File: config.mk
export PLATFORM = sky130hd
export DESIGN_NAME = instruction_fetch_unit
export DESIGN_NICKNAME = d
export VERILOG_FILES = /design/src/rtl/instruction_fetch_unit.sv
export SDC_FILE = /design/constraint.sdc
export NUM_CORES = 1
export LEC_CHECK = 0
export ABC_CLOCK_PERIOD_IN_PS = 3170
export CORE_ASPECT_RATIO = 1.25
export CORE_UTILIZATION = 25
export CTS_BUF_LIST = sky130_fd_sc_hd__clkbuf_4 sky130_fd_sc_hd__clkbuf_8
export CTS_CLUSTER_DIAMETER = 150
export DETAILED_ROUTE_END_ITERATION = 7
export HOLD_SLACK_MARGIN = 0.06
export REMOVE_ABC_BUFFERS = 1
export SLEW_MARGIN = 20
export SYNTH_ARGS = -nofsm -noshare
export SYNTH_HDL_FRONTEND = slang
export SYNTH_SLANG_ARGS = --single-unit
File: constraint.sdc
create_clock -name clk -period 3.17 [get_ports clk]
set_input_delay 0.951 -clock clk [delete_from_list [all_inputs] [get_ports clk]]
set_output_delay 0.951 -clock clk [all_outputs]
set_load 0.05 [all_outputs]
File: src/rtl/instruction_fetch_unit.sv
// Instruction fetch stage: owns the PC, addresses instruction memory and fills the IF/ID register.
// Handles stall, redirect, flush and sticky out-of-range fetch faults.
module instruction_fetch_unit #(
  parameter int          ADDR_WIDTH = 10,
  parameter logic [31:0] RESET_PC   = 32'h00000000,
  parameter logic [31:0] NOP_WORD   = 32'h00000000
) (
  input  logic        clk,
  input  logic        rst,
  input  logic        stall,
  input  logic        redirect,
  input  logic [31:0] redirect_pc,
  input  logic        flush,
  output logic [31:0] imem_addr,
  input  logic [31:0] imem_rdata,
  output logic [31:0] ifid_instr,
  output logic [31:0] ifid_pc,
  output logic [31:0] ifid_pc4,
  output logic        ifid_valid,
  output logic        fetch_fault,
  output logic [31:0] pc
);

  typedef enum logic [1:0] {
    BOOT  = 2'd0,
    RUN   = 2'd1,
    FAULT = 2'd2
  } state_t;

  state_t      state_q, state_d;
  logic [31:0] pc_q, pc_d;
  logic [31:0] instr_q, instr_d;
  logic [31:0] ipc_q, ipc_d;
  logic [31:0] ipc4_q, ipc4_d;
  logic        valid_q, valid_d;
  logic        fault_q, fault_d;
  logic [31:0] pc_plus4_s;
  logic        pc_oor_s;
  logic        target_ok_s;

  assign pc_plus4_s  = pc_q + 32'd4;
  assign pc_oor_s    = (pc_q >> (ADDR_WIDTH + 2)) != 32'd0;
  assign target_ok_s = (redirect_pc >> (ADDR_WIDTH + 2)) == 32'd0;

  // Next-state and next-IF/ID computation
  always_comb begin
    state_d = state_q;
    pc_d    = pc_q;
    instr_d = instr_q;
    ipc_d   = ipc_q;
    ipc4_d  = ipc4_q;
    valid_d = valid_q;
    fault_d = fault_q;
    case (state_q)
      BOOT: begin
        instr_d = NOP_WORD;
        valid_d = 1'b0;
        state_d = RUN;
      end
      RUN: begin
        if (redirect) begin
          pc_d    = redirect_pc;
          instr_d = NOP_WORD;
          valid_d = 1'b0;
        end else if (stall) begin
          if (flush) begin
            instr_d = NOP_WORD;
            valid_d = 1'b0;
          end else begin
            instr_d = instr_q;
            valid_d = valid_q;
          end
        end else if (pc_oor_s) begin
          // Any advancing fetch from an unmapped word traps; pc stays on the faulting address
          fault_d = 1'b1;
          instr_d = NOP_WORD;
          valid_d = 1'b0;
          state_d = FAULT;
        end else if (flush) begin
          pc_d    = pc_plus4_s;
          instr_d = NOP_WORD;
          valid_d = 1'b0;
        end else begin
          pc_d    = pc_plus4_s;
          instr_d = imem_rdata;
          ipc_d   = pc_q;
          ipc4_d  = pc_plus4_s;
          valid_d = 1'b1;
        end
      end
      FAULT: begin
        instr_d = NOP_WORD;
        valid_d = 1'b0;
        if (redirect && target_ok_s) begin
          pc_d    = redirect_pc;
          state_d = RUN;
        end else begin
          pc_d    = pc_q;
          state_d = FAULT;
        end
      end
      default: begin
        instr_d = NOP_WORD;
        valid_d = 1'b0;
        state_d = BOOT;
      end
    endcase
  end

  // State and IF/ID registers with synchronous reset
  always_ff @(posedge clk) begin
    if (rst) begin
      state_q <= BOOT;
      pc_q    <= RESET_PC;
      instr_q <= NOP_WORD;
      ipc_q   <= 32'd0;
      ipc4_q  <= 32'd0;
      valid_q <= 1'b0;
      fault_q <= 1'b0;
    end else begin
      state_q <= state_d;
      pc_q    <= pc_d;
      instr_q <= instr_d;
      ipc_q   <= ipc_d;
      ipc4_q  <= ipc4_d;
      valid_q <= valid_d;
      fault_q <= fault_d;
    end
  end

  assign imem_addr   = {2'b00, pc_q[31:2]};
  assign ifid_instr  = instr_q;
  assign ifid_pc     = ipc_q;
  assign ifid_pc4    = ipc4_q;
  assign ifid_valid  = valid_q;
  assign fetch_fault = fault_q;
  assign pc          = pc_q;

endmodule
==> flow_summary.ini <==
[critical_path]
r2r_cells = 6
slowest_stage = clkdlybuf4s50_1
path_buf_inv = 1
reg2reg_from = state_q[1]
critPathMaxStageDelay_ns = 0.88
worstPathArrival_ns = 1.88
startpoint = pc[2]
crit_required_ns = 2.22
crit_cells = 1
critPathKind = flip-flop to primary output
cp-start-kind = flip-flop
cp-end-kind = primary output
crit_fanout = 9
crit_family = buffers and inverters
cp_cell_sequence = clkdlybuf4s50_1
r2r_setup_slack_ns = 0.86

[pwr]
pwr-share-comb = 0.461
swShare = 0.4385
clkPwrFrac = 0.235
leakagePower_nw = 2.894
internal_power_w = 0.003773
peakVddDrop_uv = 650.6
p_switching_w = 0.002947
seqPwrFrac = 0.304
power_per_cell_area_mw_per_mm2 = 817.5

[cts]
ctsResizeCount = 0
clock_latency_ns = 0.44
cts_tree = built
clock_sinks = 130
h-tree-depth = 4
clock_path_buffers = 2
postCtsSetupBuffers = 0
cts_made_buffers = 17
cts_root_buf = clkbuf_8
clk_pin_slew_worst_paths_ns = 0.08
cts_hold_buf = 0

[logic_synthesis]
ys.flop_type = dfxtp_1
synth-edff-count = 0
synthCells = 608
synth_area_per_cell_um2 = 8.915
syn_area_mm2 = 0.005420
async_reset_ff_frac = 0
ys_seq_elements = 130
yosysWarnings = 0
ys_seq_area_frac = 0.4801
synth_cell_type_count = 53

[sta]
holdWs_ns = 0.4511
period_share = 0.8921
setup_viol = 0
finClkSkew_ns = 0.01499
period_needed_ns = 2.828
clock.fmax_mhz = 353.6
maxSlewViolCount = 0
layout_setup_ws_ns = 0.3422
tns_ns = 0
rsz0062_at_grt = false
hold_viol = 0
worst_pin_slew_ns = 0.6042
slew_headroom = 0.5964

[die]
die_area_mm2 = 0.02228
die_x_um = 133.7
io_pins = 231
initial_core_util = 0.2576
die_y_um = 166.6
core_area_mm2 = 0.02104
floorplan.rows = 59

[place]
dp.cells = 1047
io_buffers = 228
preCtsSetupSlack_ns = 0.1338
gp_congestion = 0.7891
dp_hpwl_um = 12100

[grt]
grtUsageTotal = 0.1528
grt.overflow.total = 0
antenna_found_initial = 0
grt_pass1_vias = 4953
grt_pass1_wl_um = 26790
grt_max_degree = 56

[routing]
first_pass_iters = 4
vias = 5076
drc = 0
wl_um = 17010
avgViaCountPerCell = 4.704
antenna_left = 0
routedWlPerCell_um = 15.76
drtIter0Drc = 322

[status]
status = completed

[job]
maxCapViolCount = 0

[finish]
fin_cells = 1079
antenna_cells = 0
syn_to_final_growth_pct = 51.64
drive_above_1_share = 0.08696
final_nets = 866

[hold_path]
min_from = ifid_pc[10]
whs_path_depth = 2
min_path_type = flip-flop to flip-flop
-- worst register-to-register path, delay by kind of cell (launching register included) --
family | cells | cell delay, ns
buf+inv | 2 | 0.31
flops | 1 | 0.35
fa+ha+maj | 1 | 0.42
simple gates | 3 | 1.15
-- placed cells by master, fill, tap and decap left out, types with 4 or more instances in the layout --
cell | synthesis | routed
nand4_1 | 16 | 16
clkbuf_8 | 0 | 19
nor4_2 | 5 | 4
xnor2_1 | 7 | 7
nor4_1 | 13 | 13
dfxtp_1 | 130 | 130
inv_1 | 11 | 11
and3_1 | 41 | 41
a211oi_1 | 7 | 7
a22o_1 | 4 | 4
a21oi_1 | 45 | 45
nand2b_1 | 6 | 6
nor2_1 | 49 | 49
o32ai_1 | 7 | 7
clkinv_2 | 0 | 4
nand2_1 | 49 | 49
o21ai_0 | 22 | 21
clkdlybuf4s50_1 | 0 | 227
ha_1 | 5 | 5
o31ai_1 | 5 | 4
bufinv_16 | 0 | 4
buf_4 | 37 | 22
nor3_1 | 8 | 8
a22oi_1 | 32 | 32
nand3_1 | 7 | 7
-- final cells by class --
class / count / area, µm²
timing repair buffer: 251 / 2462
tap: 274 / 342.8
clock buffer: 19 / 261.5
sequential: 130 / 2603
fill: 2116 / 12820
inverter: 12 / 45.04
clock inverter: 13 / 182.7
multi-input combinational: 380 / 2322
-- cell usage after synthesis, types with 3 or more instances --
cell | number | area, µm²
dfxtp_1 | 130 | 2603
nand2_1 | 49 | 183.9
nor2_1 | 49 | 183.9
a21oi_1 | 45 | 225.2
and3_1 | 41 | 256.5
clkbuf_1 | 40 | 150.1
buf_4 | 37 | 277.8
a22oi_1 | 32 | 240.2
o21ai_0 | 22 | 110.1
nand4_1 | 16 | 100.1
nor4_1 | 13 | 81.33
inv_1 | 11 | 41.29
buf_2 | 9 | 45.04
nor3_1 | 8 | 40.04
a211oi_1 | 7 | 52.55
nand3_1 | 7 | 35.03
o32ai_1 | 7 | 61.31
xnor2_1 | 7 | 61.31
nand2b_1 | 6 | 37.54
ha_1 | 5 | 62.56
nor4_2 | 5 | 62.56
o31ai_1 | 5 | 37.54
a22o_1 | 4 | 35.03
nor2b_1 | 4 | 25.02
a31oi_1 | 3 | 18.77
a41oi_1 | 3 | 26.28
and4_1 | 3 | 26.28
nor4b_1 | 3 | 26.28
o21a_1 | 3 | 22.52
-- state kept, by name, indices dropped and copies added (netlist names) --
name         flops
state_q          2
ifid_valid       1
pc              32
fetch_fault      1
ifid_instr      32
ifid_pc         32
ifid_pc4        30
-- path summary, 6_finish.rpt --
check | to
worst max register to register | ifid_pc4[23]
worst max-delay path | pc[2]
worst min-delay path | ifid_pc[10]
worst min register to register | ifid_pc[10]
-- stage by stage --
| stage | instance area, µm² | power (W) | util |
|---|---|---|---|
| 3_5_place_dp | 7775 | 0.005177 | 0.3696 |
| 3_3_place_gp | 7775 | 0.005186 | 0.3696 |
| 4_1_cts | 8219 | 0.006790 | 0.3907 |
| 2_1_floorplan | 4946 | 0.003986 | - |
| 5_1_grt | 8219 | 0.007095 | 0.3907 |
| 6_report | 8219 | 0.006720 | 0.3907 |
-- logic make-up after synthesis --
logic type	count (synthesis)	synth area share
AND/OR/NAND/NOR	218	0.2198
AO/OA/AOI/OAI	144	0.1731
flip-flops	130	0.4801
buffers and inverters	99	0.09649
XOR/XNOR	9	0.01454
adder cells (fa/ha/maj)	5	0.01154
multiplexers	2	0.003694
other	1	0.0006919
-- power by group through the flow --
| stage | sequential [W] | combinational (W) | clock [W] |
|---|---|---|---|
| 6_report | 0.00204 | 0.00310 | 0.00158 |
| 4_1_cts | 0.00205 | 0.00311 | 0.00163 |
| 5_1_grt | 0.00208 | 0.00331 | 0.00171 |
| 3_3_place_gp | 0.00208 | 0.00310 | 0 |
| 2_1_floorplan | 0.00295 | 0.00104 | 0 |
| 3_5_place_dp | 0.00208 | 0.00310 | 0 |
-- per-layer routing --
layer	vias up	share of wire	track usage
li1	2509	-	-
met5	-	0	0
met2	211	0.49	0.2595
met3	13	0.064	0.03896
met1	2343	0.44	0.1866
met4	0	0.010	0.04891
(Power assumes the default switching activity.)
